==> src/rtl/la_pkg.sv <==
`default_nettype none
// ============================================================================
// Module : la_pkg
// Shared logic-analyser defaults and capture state encoding.
// Rev    : 1.0
// ============================================================================
package la_pkg;

    localparam int C_LA_WIDTH     = 8;
    localparam int C_LA_ADDR_BITS = 10;

    localparam logic [2:0] C_ST_IDLE = 3'd0;
    localparam logic [2:0] C_ST_PRE  = 3'd1;
    localparam logic [2:0] C_ST_WAIT = 3'd2;
    localparam logic [2:0] C_ST_POST = 3'd3;
    localparam logic [2:0] C_ST_DONE = 3'd4;

    typedef enum logic [2:0] {
        ST_IDLE = C_ST_IDLE,
        ST_PRE  = C_ST_PRE,
        ST_WAIT = C_ST_WAIT,
        ST_POST = C_ST_POST,
        ST_DONE = C_ST_DONE
    } cap_state_t;

endpackage
`default_nettype wire

==> src/rtl/trigger_match.sv <==
`default_nettype none
// ============================================================================
// Module : trigger_match
// Masked level/edge trigger compare on one probe sample.
// Rev    : 1.0
// ============================================================================
module trigger_match
    import la_pkg::*;
#(
    parameter int WIDTH = C_LA_WIDTH
) (
    input  logic [WIDTH-1:0] dat_in,
    input  logic [WIDTH-1:0] prev,
    input  logic [WIDTH-1:0] trig_mask,
    input  logic [WIDTH-1:0] trig_value,
    input  logic [WIDTH-1:0] trig_edge,
    output logic             match
);

    logic [WIDTH-1:0] w_level_ok;
    logic [WIDTH-1:0] w_edge_ok;

    assign w_level_ok = ~(dat_in ^ trig_value);
    // An edge bit is satisfied only if the previous sample was not yet at the target level
    assign w_edge_ok  = ~trig_edge | (prev ^ trig_value);
    assign match      = &(~trig_mask | (w_level_ok & w_edge_ok));

endmodule
`default_nettype wire

==> src/rtl/capture_ctrl.sv <==
`default_nettype none
// ============================================================================
// Module : capture_ctrl
// Pre/trigger/post sample capture into a circular RAM with masked trigger.
// Rev    : 1.0
// ============================================================================
module capture_ctrl
    import la_pkg::*;
#(
    parameter int WIDTH     = C_LA_WIDTH,
    parameter int ADDR_BITS = C_LA_ADDR_BITS
) (
    input  logic                 clk,
    input  logic                 reset_n,
    input  logic [WIDTH-1:0]     dat_in,
    input  logic                 arm,
    input  logic                 abort,
    input  logic [WIDTH-1:0]     trig_mask,
    input  logic [WIDTH-1:0]     trig_value,
    input  logic [WIDTH-1:0]     trig_edge,
    input  logic [ADDR_BITS-1:0] pre_count,
    input  logic [ADDR_BITS-1:0] post_count,
    output logic                 wr_en,
    output logic [ADDR_BITS-1:0] wr_addr,
    output logic [WIDTH-1:0]     wr_data,
    output logic [ADDR_BITS-1:0] trig_addr,
    output logic                 busy,
    output logic                 triggered,
    output logic                 done
);

    localparam logic [ADDR_BITS-1:0] C_ONE = ADDR_BITS'(1);

    cap_state_t           r_state;
    cap_state_t           w_state_nxt;
    logic [ADDR_BITS-1:0] r_cnt;
    logic [ADDR_BITS-1:0] w_cnt_nxt;
    logic [ADDR_BITS-1:0] w_cnt_inc;
    logic [ADDR_BITS-1:0] r_pre;
    logic [ADDR_BITS-1:0] r_post;
    logic [WIDTH-1:0]     r_mask;
    logic [WIDTH-1:0]     r_value;
    logic [WIDTH-1:0]     r_edge;
    logic [WIDTH-1:0]     r_prev;
    logic [WIDTH-1:0]     r_wr_data;
    logic [ADDR_BITS-1:0] r_wr_addr;
    logic [ADDR_BITS-1:0] w_addr_nxt;
    logic [ADDR_BITS-1:0] r_trig_addr;
    logic                 r_wr_en;
    logic                 r_triggered;
    logic                 w_capture;
    logic                 w_arm_ok;
    logic                 w_match;
    logic                 w_trig_hit;

    trigger_match #(
        .WIDTH (WIDTH)
    ) u_trigger_match (
        .dat_in     (dat_in),
        .prev       (r_prev),
        .trig_mask  (r_mask),
        .trig_value (r_value),
        .trig_edge  (r_edge),
        .match      (w_match)
    );

    assign w_capture  = (r_state == ST_PRE) || (r_state == ST_WAIT) || (r_state == ST_POST);
    assign w_arm_ok   = arm && !abort && ((r_state == ST_IDLE) || (r_state == ST_DONE));
    assign w_trig_hit = (r_state == ST_WAIT) && w_match && !abort;
    assign w_cnt_inc  = r_cnt + C_ONE;
    // Address the sample taken this cycle will be written to next cycle
    assign w_addr_nxt = r_wr_en ? (r_wr_addr + C_ONE) : r_wr_addr;

    always_ff @(posedge clk) begin
        if (!reset_n) begin
            r_state <= ST_IDLE;
            r_cnt   <= '0;
        end else begin
            r_state <= w_state_nxt;
            r_cnt   <= w_cnt_nxt;
        end
    end

    always_comb begin
        w_state_nxt = r_state;
        w_cnt_nxt   = r_cnt;
        if (abort) begin
            w_state_nxt = ST_IDLE;
        end else begin
            case (r_state)
                ST_IDLE, ST_DONE: begin
                    if (w_arm_ok) begin
                        w_cnt_nxt   = '0;
                        w_state_nxt = (pre_count != '0) ? ST_PRE : ST_WAIT;
                    end
                end
                ST_PRE: begin
                    if (w_cnt_inc == r_pre) begin
                        w_cnt_nxt   = '0;
                        w_state_nxt = ST_WAIT;
                    end else begin
                        w_cnt_nxt = w_cnt_inc;
                    end
                end
                ST_WAIT: begin
                    if (w_match) begin
                        w_state_nxt = (r_post != '0) ? ST_POST : ST_DONE;
                    end
                end
                ST_POST: begin
                    if (w_cnt_inc == r_post) begin
                        w_cnt_nxt   = '0;
                        w_state_nxt = ST_DONE;
                    end else begin
                        w_cnt_nxt = w_cnt_inc;
                    end
                end
                default: w_state_nxt = ST_IDLE;
            endcase
        end
    end

    always_ff @(posedge clk) begin
        if (!reset_n) begin
            r_prev      <= '0;
            r_wr_en     <= 1'b0;
            r_wr_data   <= '0;
            r_wr_addr   <= '0;
            r_trig_addr <= '0;
            r_triggered <= 1'b0;
            r_mask      <= '0;
            r_value     <= '0;
            r_edge      <= '0;
            r_pre       <= '0;
            r_post      <= '0;
        end else begin
            r_prev  <= dat_in;
            r_wr_en <= w_capture && !abort;
            if (w_capture) begin
                r_wr_data <= dat_in;
            end
            if (w_arm_ok) begin
                r_wr_addr   <= '0;
                r_triggered <= 1'b0;
                r_mask      <= trig_mask;
                r_value     <= trig_value;
                r_edge      <= trig_edge;
                r_pre       <= pre_count;
                r_post      <= post_count;
            end else begin
                r_wr_addr <= w_addr_nxt;
                if (w_trig_hit) begin
                    r_trig_addr <= w_addr_nxt;
                    r_triggered <= 1'b1;
                end
            end
        end
    end

    assign wr_en     = r_wr_en;
    assign wr_addr   = r_wr_addr;
    assign wr_data   = r_wr_data;
    assign trig_addr = r_trig_addr;
    assign triggered = r_triggered;
    assign busy      = w_capture;
    assign done      = (r_state == ST_DONE);

endmodule
`default_nettype wire

==> config.mk <==
export PLATFORM = sky130hd
export DESIGN_NAME = capture_ctrl
export DESIGN_NICKNAME = d
export VERILOG_FILES = /design/src/rtl/la_pkg.sv /design/src/rtl/trigger_match.sv /design/src/rtl/capture_ctrl.sv
export SDC_FILE = /design/constraint.sdc
export NUM_CORES = 1
export LEC_CHECK = 0
export ABC_AREA = 1
export CORE_ASPECT_RATIO = 1.4
export CORE_MARGIN = 5
export CORE_UTILIZATION = 51
export DETAILED_ROUTE_END_ITERATION = 10
export GPL_TIMING_DRIVEN = 0
export MAX_ROUTING_LAYER = met4
export PLACE_DENSITY = 0.8
export SYNTH_ARGS = -nofsm -noshare
export SYNTH_HDL_FRONTEND = slang
export SYNTH_SLANG_ARGS = --single-unit
==> constraint.sdc <==
create_clock -name clk -period 2.3 [get_ports clk]
set_clock_uncertainty 0.1 [all_clocks]
set_input_delay 0.23 -clock clk [delete_from_list [all_inputs] [get_ports clk]]
set_output_delay 0.23 -clock clk [all_outputs]
set_load 0.005 [all_outputs]
Yosys cells after proc, flatten, opt, wreduce, memory -nomap -nowiden:

Cells that the tools add are included.

* flip-flop bits (word level): 95
* latch bits: 0
* RAM bits: 0
* ROM bits: 0
* input port bits: 56
* logic and storage cells: 68
* memories kept: 0

* add/sub/neg operators: 2
* multiply operators: 0
* div/mod/pow operators: 0
* magnitude comparators: 0
* equality and inequality tests: 10
* shift-type cells: 0
* multiplexer cells: 12
* bitwise operators: 11
* reduce and logical (&&, ||, !) cells: 20

Operators with widths (count)
* 10-bit 2-to-1 mux: 4
* 10-bit one-hot mux with 3 select lines: 1
* 8-bit NOT: 3
* 10-bit by 1-bit adder with 10-bit output, second input constant: 2
* 10-bit == test: 2
* 10-bit nonzero test: 2
* 8-bit bitwise OR: 2
* 8-bit XOR: 2
* 3-bit 2-to-1 mux: 5
* 3-bit one-hot mux with 4 select lines: 1
* 8-bit AND: 1
* 8-bit AND reduction: 1
* 3-bit by 2-bit == test with 1-bit output, second input constant: 2
* 2-bit OR reduction: 3
* 1-bit logical AND: 5
* 2-bit by 1-bit inequality test with 1-bit output, second input constant: 2
* 2-bit inequality test, second input constant: 2
* 4-bit AND reduction: 1
* 3-bit by 1-bit == test with 1-bit output, second input constant: 1
* 3-bit == test, second input constant: 1
* 3-bit zero test: 1
* 1-bit logical OR: 3
* 1-bit NOT: 3
* 3-bit AND reduction: 1
* 4 further kinds: 4

Depth between registers and ports, before layout:

Gate-level depths: netlist (run 1).

* depth in word-level cells: 8
* gate-level depth with buffers: 15
* mapped depth without buffers: 15

Modules after synthesis:

A second synthesis (run 1) with hierarchy kept.

* cells, all modules: 629
* area, all modules: 4384.2 µm²

Modules (own cells, without submodules)
* capture_ctrl: times used 1, cells each 562, area each 4112.7 µm², seq. area each 1901.8 µm²
* trigger_match: times used 1, cells each 67, area each 271.5 µm², seq. area each 0.0 µm²

Worst setup path before layout (run 1):

No wires, ideal clock.

* kind: flip-flop to flip-flop
* start: register r_cnt[0]
* end: register r_cnt[1]
* library setup time: 0.132 ns
* data arrival time: 1.666 ns
* setup slack: 0.402 ns
* cell stages (with the launch flop): 15
* period minus slack after synthesis: 1.898 ns
* cell sequence: dfxtp_1 > ha_1 > nand2_2 > nor2_2 > nand3_1 > nand2_1 > nand2_1 > nand2_1 > nand2_1 > nor2_1 > nand2_1 > o21bai_2 > nand2_2 > nand3_1 > a21oi_1

* longest elaborated chain between the ends: 4
* elaborated cells on any way between the ends: 6

Ends and longest elaborated chain
* from (decl): line capture_ctrl.sv:36 `logic [ADDR_BITS-1:0] r_cnt;`
* from (signal assigned): line capture_ctrl.sv:80 `r_cnt <= w_cnt_nxt;`
* 10-bit by 1-bit adder with 10-bit output *: line capture_ctrl.sv:70 `assign w_cnt_inc = r_cnt + C_ONE;`
* 10-bit == test (on tied branches): line capture_ctrl.sv:111, capture_ctrl.sv:98
* 10-bit 2-to-1 mux (on tied branches): line capture_ctrl.sv:111, capture_ctrl.sv:98
* 10-bit one-hot mux with 3 select lines *: line capture_ctrl.sv:90 `case (r_state)`

Mark *: on every way between the ends. The rest lies on a longest branch, timed or not.
A chain may end at the register's enable or synchronous reset.

Worst setup path after layout (run 1):

Ends and elaborated chain as after synthesis.

==> results of run 1 <==
==> final cells by class <==
| class | count | area [µm²] |
|---|---|---|
| Tap cell | 102 | 127.6 |
| Timing Repair Buffer | 87 | 868.3 |
| Sequential cell | 95 | 1909 |
| Inverter | 63 | 236.5 |
| Multi-Input combinational cell | 429 | 2076 |
| Clock inverter | 7 | 120.1 |
| Fill cell | 678 | 2502 |
| Buffer | 21 | 83.83 |
| Clock buffer | 9 | 225.2 |
==> power by group through the flow <==
| stage | Sequential [mW] | Clock (mW) | Combinational, mW |
|---|---|---|---|
| finish | 1.78 | 1.71 | 0.485 |
| global route | 1.79 | 1.80 | 0.539 |
| CTS | 1.78 | 1.72 | 0.472 |
| detailed placement | 1.82 | 0 | 0.468 |
| global placement | 1.81 | 0 | 0.457 |
| floorplan | 1.80 | 0 | 0.248 |
==> state kept, by name, summed over array words and instances (netlist names) <==
signal / count
r_post: 10
wr_data: 8
r_mask: 8
triggered: 1
r_prev: 8
trig_addr: 10
r_cnt: 10
wr_en: 1
r_state: 3
r_pre: 10
wr_addr: 10
r_edge: 8
r_value: 8
==> per-stage QoR <==
stage               total power [mW]    util  instances  TNS (ns)
floorplan                      2.052       -        608         0
global placement               2.269  0.6415        796    -1.569
detailed placement             2.284  0.6415        796    -2.592
CTS                            3.975  0.6839        812         0
global route                   4.127  0.6929        813  -0.05237
finish                         3.977  0.6929        813         0
==> critical path, stage by stage (launching register included) <==
cell and delay, ns:
sky130_fd_sc_hd__dfxtp_4 0.39, sky130_fd_sc_hd__ha_4 0.16, sky130_fd_sc_hd__nand2_4 0.09, sky130_fd_sc_hd__inv_2 0.09, sky130_fd_sc_hd__nand3_1 0.07, sky130_fd_sc_hd__nand2_1 0.09, sky130_fd_sc_hd__nand2_1 0.10, sky130_fd_sc_hd__nand2_1 0.07
sky130_fd_sc_hd__nand2_1 0.06, sky130_fd_sc_hd__nor2_1 0.10, sky130_fd_sc_hd__nand3_1 0.12, sky130_fd_sc_hd__o21ai_2 0.25, sky130_fd_sc_hd__nand2_4 0.15, sky130_fd_sc_hd__nand3_1 0.10, sky130_fd_sc_hd__a21oi_1 0.07
==> layout by cell type (no fill, tap or decap), types with 4 or more instances in the layout <==
cell type and count:
sky130_fd_sc_hd__nand2_1 119, sky130_fd_sc_hd__inv_1 61, sky130_fd_sc_hd__dfxtp_1 91, sky130_fd_sc_hd__xor2_1 5
sky130_fd_sc_hd__nand3_1 49, sky130_fd_sc_hd__nor3_1 6, sky130_fd_sc_hd__clkbuf_16 9, sky130_fd_sc_hd__clkdlybuf4s50_1 86
sky130_fd_sc_hd__clkbuf_1 19, sky130_fd_sc_hd__nor2_1 92, sky130_fd_sc_hd__o21a_1 4, sky130_fd_sc_hd__o21ai_0 61
sky130_fd_sc_hd__nand4_1 6, sky130_fd_sc_hd__a21oi_1 50, sky130_fd_sc_hd__xnor2_1 6
==> path summary, 6_finish.rpt <==
path,startpoint,end,slack (ns),cells after the start
setup reg to reg,r_cnt[0]$_SDFFE_PN0P_,r_cnt[1]$_SDFFE_PN0P_,0.14,14
hold / removal,abort,wr_en$_SDFF_PN0_,0.25,2
setup / recovery,r_cnt[0]$_SDFFE_PN0P_,r_cnt[1]$_SDFFE_PN0P_,0.14,14
hold reg to reg,wr_data[6]$_SDFFE_PN0N_,wr_data[6]$_SDFFE_PN0N_,0.36,2
==> what timing repair did <==
item                       4_1_cts  5_1_grt
setup buffers                    0        1
resized for setup                0       18
setup endpoints to repair        0       21
==> per-layer routing <==
metal	wire, µm	global-route usage	up-vias
met3	687	0.05252	48
met2	6584	0.4425	162
met4	674	0.1511	0
li1	-	-	2166
met5	0	-	-
met1	4634	0.2707	2038
==> cells by family after synthesis <==
kind of cell / share of synthesized area
adder cells (fa/ha/maj): 0.005902
AND/OR/NAND/NOR: 0.2884
XOR/XNOR: 0.02273
multiplexers: 0.002361
flip-flops: 0.4486
buffers and inverters: 0.07497
AO/OA/AOI/OAI: 0.1570
==> impl_metrics.csv, run 1 <==
group,metric,value,unit
outcome,outcome,"completed",
timing,timing.final.hold_violations,0,
yosys,postSynthRegisterBits,95,
job,maxCapViolCount,0,
yosys,post_synth_num_cell_types,32,
pwr,power.density,704.4,mW/mm²
pwr,internal_power,3.012,mW
global_routing,initial_antenna_violation_count,0,
routing,via_per_inst,5.429,
clocking,clockRootBuffer,"sky130_fd_sc_hd__clkbuf_16",
pwr,power.net_switching,0.9651,mW
yosys,synth_cells,608,
final_layout,drive_above_1_share,0.05907,
yosys,post_syn_nets,666,
placed_design,placed_cell_area,0.005228,mm²
yosys,share_of_the_yosys_chip_area_belonging_to_registers,0.4486,
final_layout,antennaDiodeCount,0,
timing,setup_repair_after_global_routing_missed_its_margin,"true",
yosys,synth_top_flop_cell,"sky130_fd_sc_hd__dfxtp_1",
routing,drtIter0Drc,273,
global_routing,grt_first_pass_wirelength,20470,µm
timing,worst_hold_slack,0.2453,ns
floorplan,core-area,0.008149,mm²
routing,route.final.wire_length,12580,µm
yosys,post_synth_main_area_contributors,"sky130_fd_sc_hd__dfxtp_1 (45%), sky130_fd_sc_hd__nand2_1 (11%), sky130_fd_sc_hd__nor2_1 (8.2%), sky130_fd_sc_hd__o21ai_0 (7.2%), sky130_fd_sc_hd__a21oi_1 (5.9%)",
timing,setup_viol_count_final,0,
timing,finalWorstSetupSlack,0.1436,ns
final_layout,post-route-cell-area,0.005647,mm²
global_routing,grt.overflow.total,0,
pwr,power.share.sequential,0.448,
worst_hold_path,hp-class,"in -> reg",
clocking,clkSinkCount,95,
timing,final_max_slew_viol_count,0,
clocking,cts_buffer_depth,2,
floorplan,die_width,87.05,µm
setup_path,cp-start-kind,"flop",
yosys,ys_top_cells_by_count,"sky130_fd_sc_hd__nand2_1 (120), sky130_fd_sc_hd__dfxtp_1 (95), sky130_fd_sc_hd__nor2_1 (93)",
final_layout,final_net_count,764,
clocking,tritoncts,"yes",
pwr,power_frac_comb,0.122,
clocking,holdBufCountCts,0,
routing,num_vias,4414,
routing,detail-route-antenna-nets,0,
yosys,synthMostInstantiatedCell,"sky130_fd_sc_hd__nand2_1",
timing,ratio_of_final_minimum_period_to_clock_period,0.9375,
floorplan,ios,88,
pwr,leakage,2.225,nW
floorplan,num_rows,39,
clocking,path_clk_slew,0.07,ns
routing,drtPass1Iterations,5,
timing,tightest_slew,0.8098,ns
yosys,share_of_synthesized_flip_flops_with_an_asynchronous_set_or_reset,0,
yosys,post_synth_instance_area,0.004239,mm²
routing,drc,0,
global_routing,first_global_vias,4460,
floorplan,initial_core_utilization,0.5202,
routing,detail_route.wl_per_cell,15.47,µm
placed_design,dpl_worst_slack,-0.2517,ns
setup_path,timing_worst_setup_path_type,"reg -> reg",
setup_path,crit_fanout,10,
yosys,number_of_enable_flip_flop_cells_after_synthesis,0,
clocking,cts_max_level,3,
global_routing,grt_start_max_net_pins,17,
floorplan,fp.dieArea,0.01026,mm²
clocking,number_of_buffers_created_by_cts,9,
pwr,netSwitchingFraction,0.2426,
timing,maxSlewHeadroom,0.4581,
placed_design,gp_routability_congestion,0.9763,
final_layout,syn2layout_area_growth,33.21,%
clocking,clk-insertion-delay-late,0.34,ns
setup_path,timing.critical_path.to_type,"flop",
placed_design,post-dp-hpwl,9384,µm
timing,finalCriticalPeriod,2.156,ns
pwr,power.share.clock,0.431,
floorplan,die_height,117.9,µm
placed_design,buffer_ports.inserted,86,
yosys,post_synth.cell_area_avg,6.972,µm²
setup_path,signal_arrival_time_at_the_worst_endpoint,2.26,ns
yosys,post-synth-top-area-fraction,0.4486,
timing,fmax,463.7,MHz
global_routing,gr-usage-all-layers,0.2600,
yosys,yosys_warnings,0,
pwr,vdd_drop_max,0.6556,mV
setup_path,crit_required,2.40,ns
yosys,yosysTopAreaCell,"sky130_fd_sc_hd__dfxtp_1",
Note: power is estimated with default switching activity, not from simulation.
==> inputs of run 2 (changes only) <==
- CORE_MARGIN: 5 -> default
==> run 2 against run 1 <==
  * Via count grew 0.97%
  * Combinational power grew 1%
  * Critical path depth fell by 11
  * Global-route usage rose by 5.2 points
  * Largest cell class unchanged
  * Largest power group unchanged
==> impl_metrics.csv, run 2 (same netlist as run 1, synthesis figures left out) <==
group,metric,value,unit
timing,maxSlewHeadroom,0.4533,
setup_path,endpoint_of_the_most_critical_register_to_register_path,"r_state[0]$_SDFFE_PP0P_",
timing,finalWorstSetupSlack,0.1154,ns
clocking,clockRootBuffer,"sky130_fd_sc_hd__clkbuf_16",
pwr,power.density,688.7,mW/mm²
clocking,clk-insertion-delay-late,0.34,ns
outcome,outcome,"completed",
clocking,number_of_buffers_created_by_cts,9,
floorplan,ios,88,
global_routing,initial_antenna_violation_count,0,
setup_path,signal_arrival_time_at_the_worst_endpoint,1.85,ns
job,maxCapViolCount,0,
pwr,power.net_switching,0.9735,mW
routing,via_per_inst,5.475,
final_layout,post-route-cell-area,0.005667,mm²
routing,num_vias,4457,
clocking,holdBufCountCts,0,
placed_design,placed_cell_area,0.005228,mm²
clocking,tritoncts,"yes",
placed_design,buffer_ports.inserted,86,
clocking,clkSinkCount,95,
timing,fmax,457.7,MHz
final_layout,drive_above_1_share,0.06742,
pwr,leakage,2.228,nW
placed_design,gp_routability_congestion,0.9391,
pwr,power.share.sequential,0.456,
timing,finalCriticalPeriod,2.185,ns
setup_path,rr_worst_depth,13,
global_routing,grt_start_max_net_pins,16,
final_layout,most_common_cell_after_layout_fill_and_taps_aside,"sky130_fd_sc_hd__nand2_1",
worst_hold_path,hp-class,"in -> reg",
routing,detail-route-antenna-nets,0,
floorplan,num_rows,39,
clocking,cts_max_level,3,
routing,detail_route.wl_per_cell,15.53,µm
setup_path,cp-start-kind,"flop",
pwr,vdd_drop_max,0.5068,mV
routing,route.final.wire_length,12650,µm
routing,drtPass1Iterations,5,
timing,setup_viol_count_final,0,
clocking,cts_buffer_depth,2,
setup_path,crit_required,1.97,ns
setup_path,r2r_start,"r_cnt[0]$_SDFFE_PN0P_",
pwr,netSwitchingFraction,0.2494,
global_routing,gr-usage-all-layers,0.3124,
setup_path,timing.reg2reg.setup_slack,0.16,ns
final_layout,final_net_count,765,
clocking,path_clk_slew,0.07,ns
floorplan,fp.dieArea,0.008686,mm²
global_routing,grt.overflow.total,0,
final_layout,antennaDiodeCount,0,
floorplan,initial_core_utilization,0.5233,
timing,ratio_of_final_minimum_period_to_clock_period,0.9498,
routing,drtIter0Drc,225,
timing,setup_repair_after_global_routing_missed_its_margin,"false",
pwr,power_frac_comb,0.126,
setup_path,timing.critical_path.to_type,"primary output",
floorplan,core-area,0.008100,mm²
floorplan,die_width,79.05,µm
timing,final_max_slew_viol_count,0,
setup_path,worstSetupEndpoint,"busy",
setup_path,timing_worst_setup_path_type,"reg -> out",
final_layout,layout.cells.most_common_list,"sky130_fd_sc_hd__nand2_1 (116), sky130_fd_sc_hd__dfxtp_1 (91), sky130_fd_sc_hd__nor2_1 (90)",
timing,timing.setup.tns,0,ns
global_routing,grt_first_pass_wirelength,19910,µm
placed_design,post-dp-hpwl,9188,µm
timing,timing.final.hold_violations,0,
pwr,power.share.clock,0.418,
setup_path,crit_fanout,10,
timing,tightest_slew,0.8170,ns
floorplan,die_height,109.9,µm
routing,drc,0,
final_layout,syn2layout_area_growth,33.68,%
global_routing,first_global_vias,4300,
pwr,internal_power,2.929,mW
setup_path,cp-startpoint,"r_state[0]$_SDFFE_PP0P_",
placed_design,dpl_worst_slack,-0.2071,ns
## run 2: power by group through the flow
stage / clock [mW] / combinational, mW / sequential, mW
4_1_cts: 1.63 / 0.476 / 1.78
3_5_place_dp: 0 / 0.470 / 1.82
2_1_floorplan: 0 / 0.248 / 1.80
6_report: 1.63 / 0.492 / 1.78
5_1_grt: 1.70 / 0.544 / 1.79
3_3_place_gp: 0 / 0.457 / 1.81
## run 2: how the worst min path moves through the flow
stage | slack [ns] | cells after the start | to | startpoint
2_1_floorplan | 0.22 | 2 | r_prev[0]$_SDFF_PN0_ | dat_in[0]
3_3_place_gp | 0.35 | 2 | r_edge[1]$_SDFFE_PN0P_ | r_edge[1]$_SDFFE_PN0P_
6_report | 0.24 | 2 | wr_en$_SDFF_PN0_ | abort
5_1_grt | 0.29 | 2 | wr_en$_SDFF_PN0_ | abort
3_5_place_dp | 0.35 | 2 | wr_data[7]$_SDFFE_PN0N_ | wr_data[7]$_SDFFE_PN0N_
4_1_cts | 0.23 | 2 | wr_en$_SDFF_PN0_ | abort
## run 2: what timing repair did
action / in CTS / in global routing
setup endpoints to repair: 11 / 22
pin swaps: 1 / 5
gates cloned: 0 / 1
endpoints found under the hold margin: 0 / 0
gates resized for setup: 3 / 25
setup buffers: 0 / 1
## run 2: stage by stage
stage                 util  std cells  hold WS, ns  power, mW
global placement    0.6454        796       0.3478      2.270
finish              0.6996        814       0.2402      3.903
CTS                 0.6864        812       0.2258      3.890
detailed placement  0.6454        796       0.3530      2.286
floorplan                -        608       0.2235      2.052
global route        0.6996        814       0.2908      4.034
## run 2: final cells by class
class | count | area, µm²
multi-input cells | 430 | 2115
plain buffers | 21 | 83.83
fillers | 719 | 2434
inverters | 63 | 239.0
repair buffers | 87 | 868.3
clock buffers | 11 | 242.7
well taps | 102 | 127.6
flip-flops and latches | 95 | 1909
clock inverters | 5 | 81.33
## run 2: layer usage
metal,vias up,wire (µm),track usage
met2,142,6592,0.5443
met1,2091,4899,0.3238
met4,0,625,0.2247
li1,2174,-,-
met5,-,0,-
met3,50,528,0.03734
## run 2: worst max-delay path: stages (launching register included)
cell and delay, ns:
sky130_fd_sc_hd__dfxtp_1 0.36, sky130_fd_sc_hd__nor2_1 0.12, sky130_fd_sc_hd__nor2_2 0.42, sky130_fd_sc_hd__clkdlybuf4s50_1 0.62
==> inputs of run 3 (changes only) <==
- CTS_CLUSTER_SIZE: default -> 10
==> results of run 3 <==
No change in the layout: final DEF, timing and power equal those of run 2.
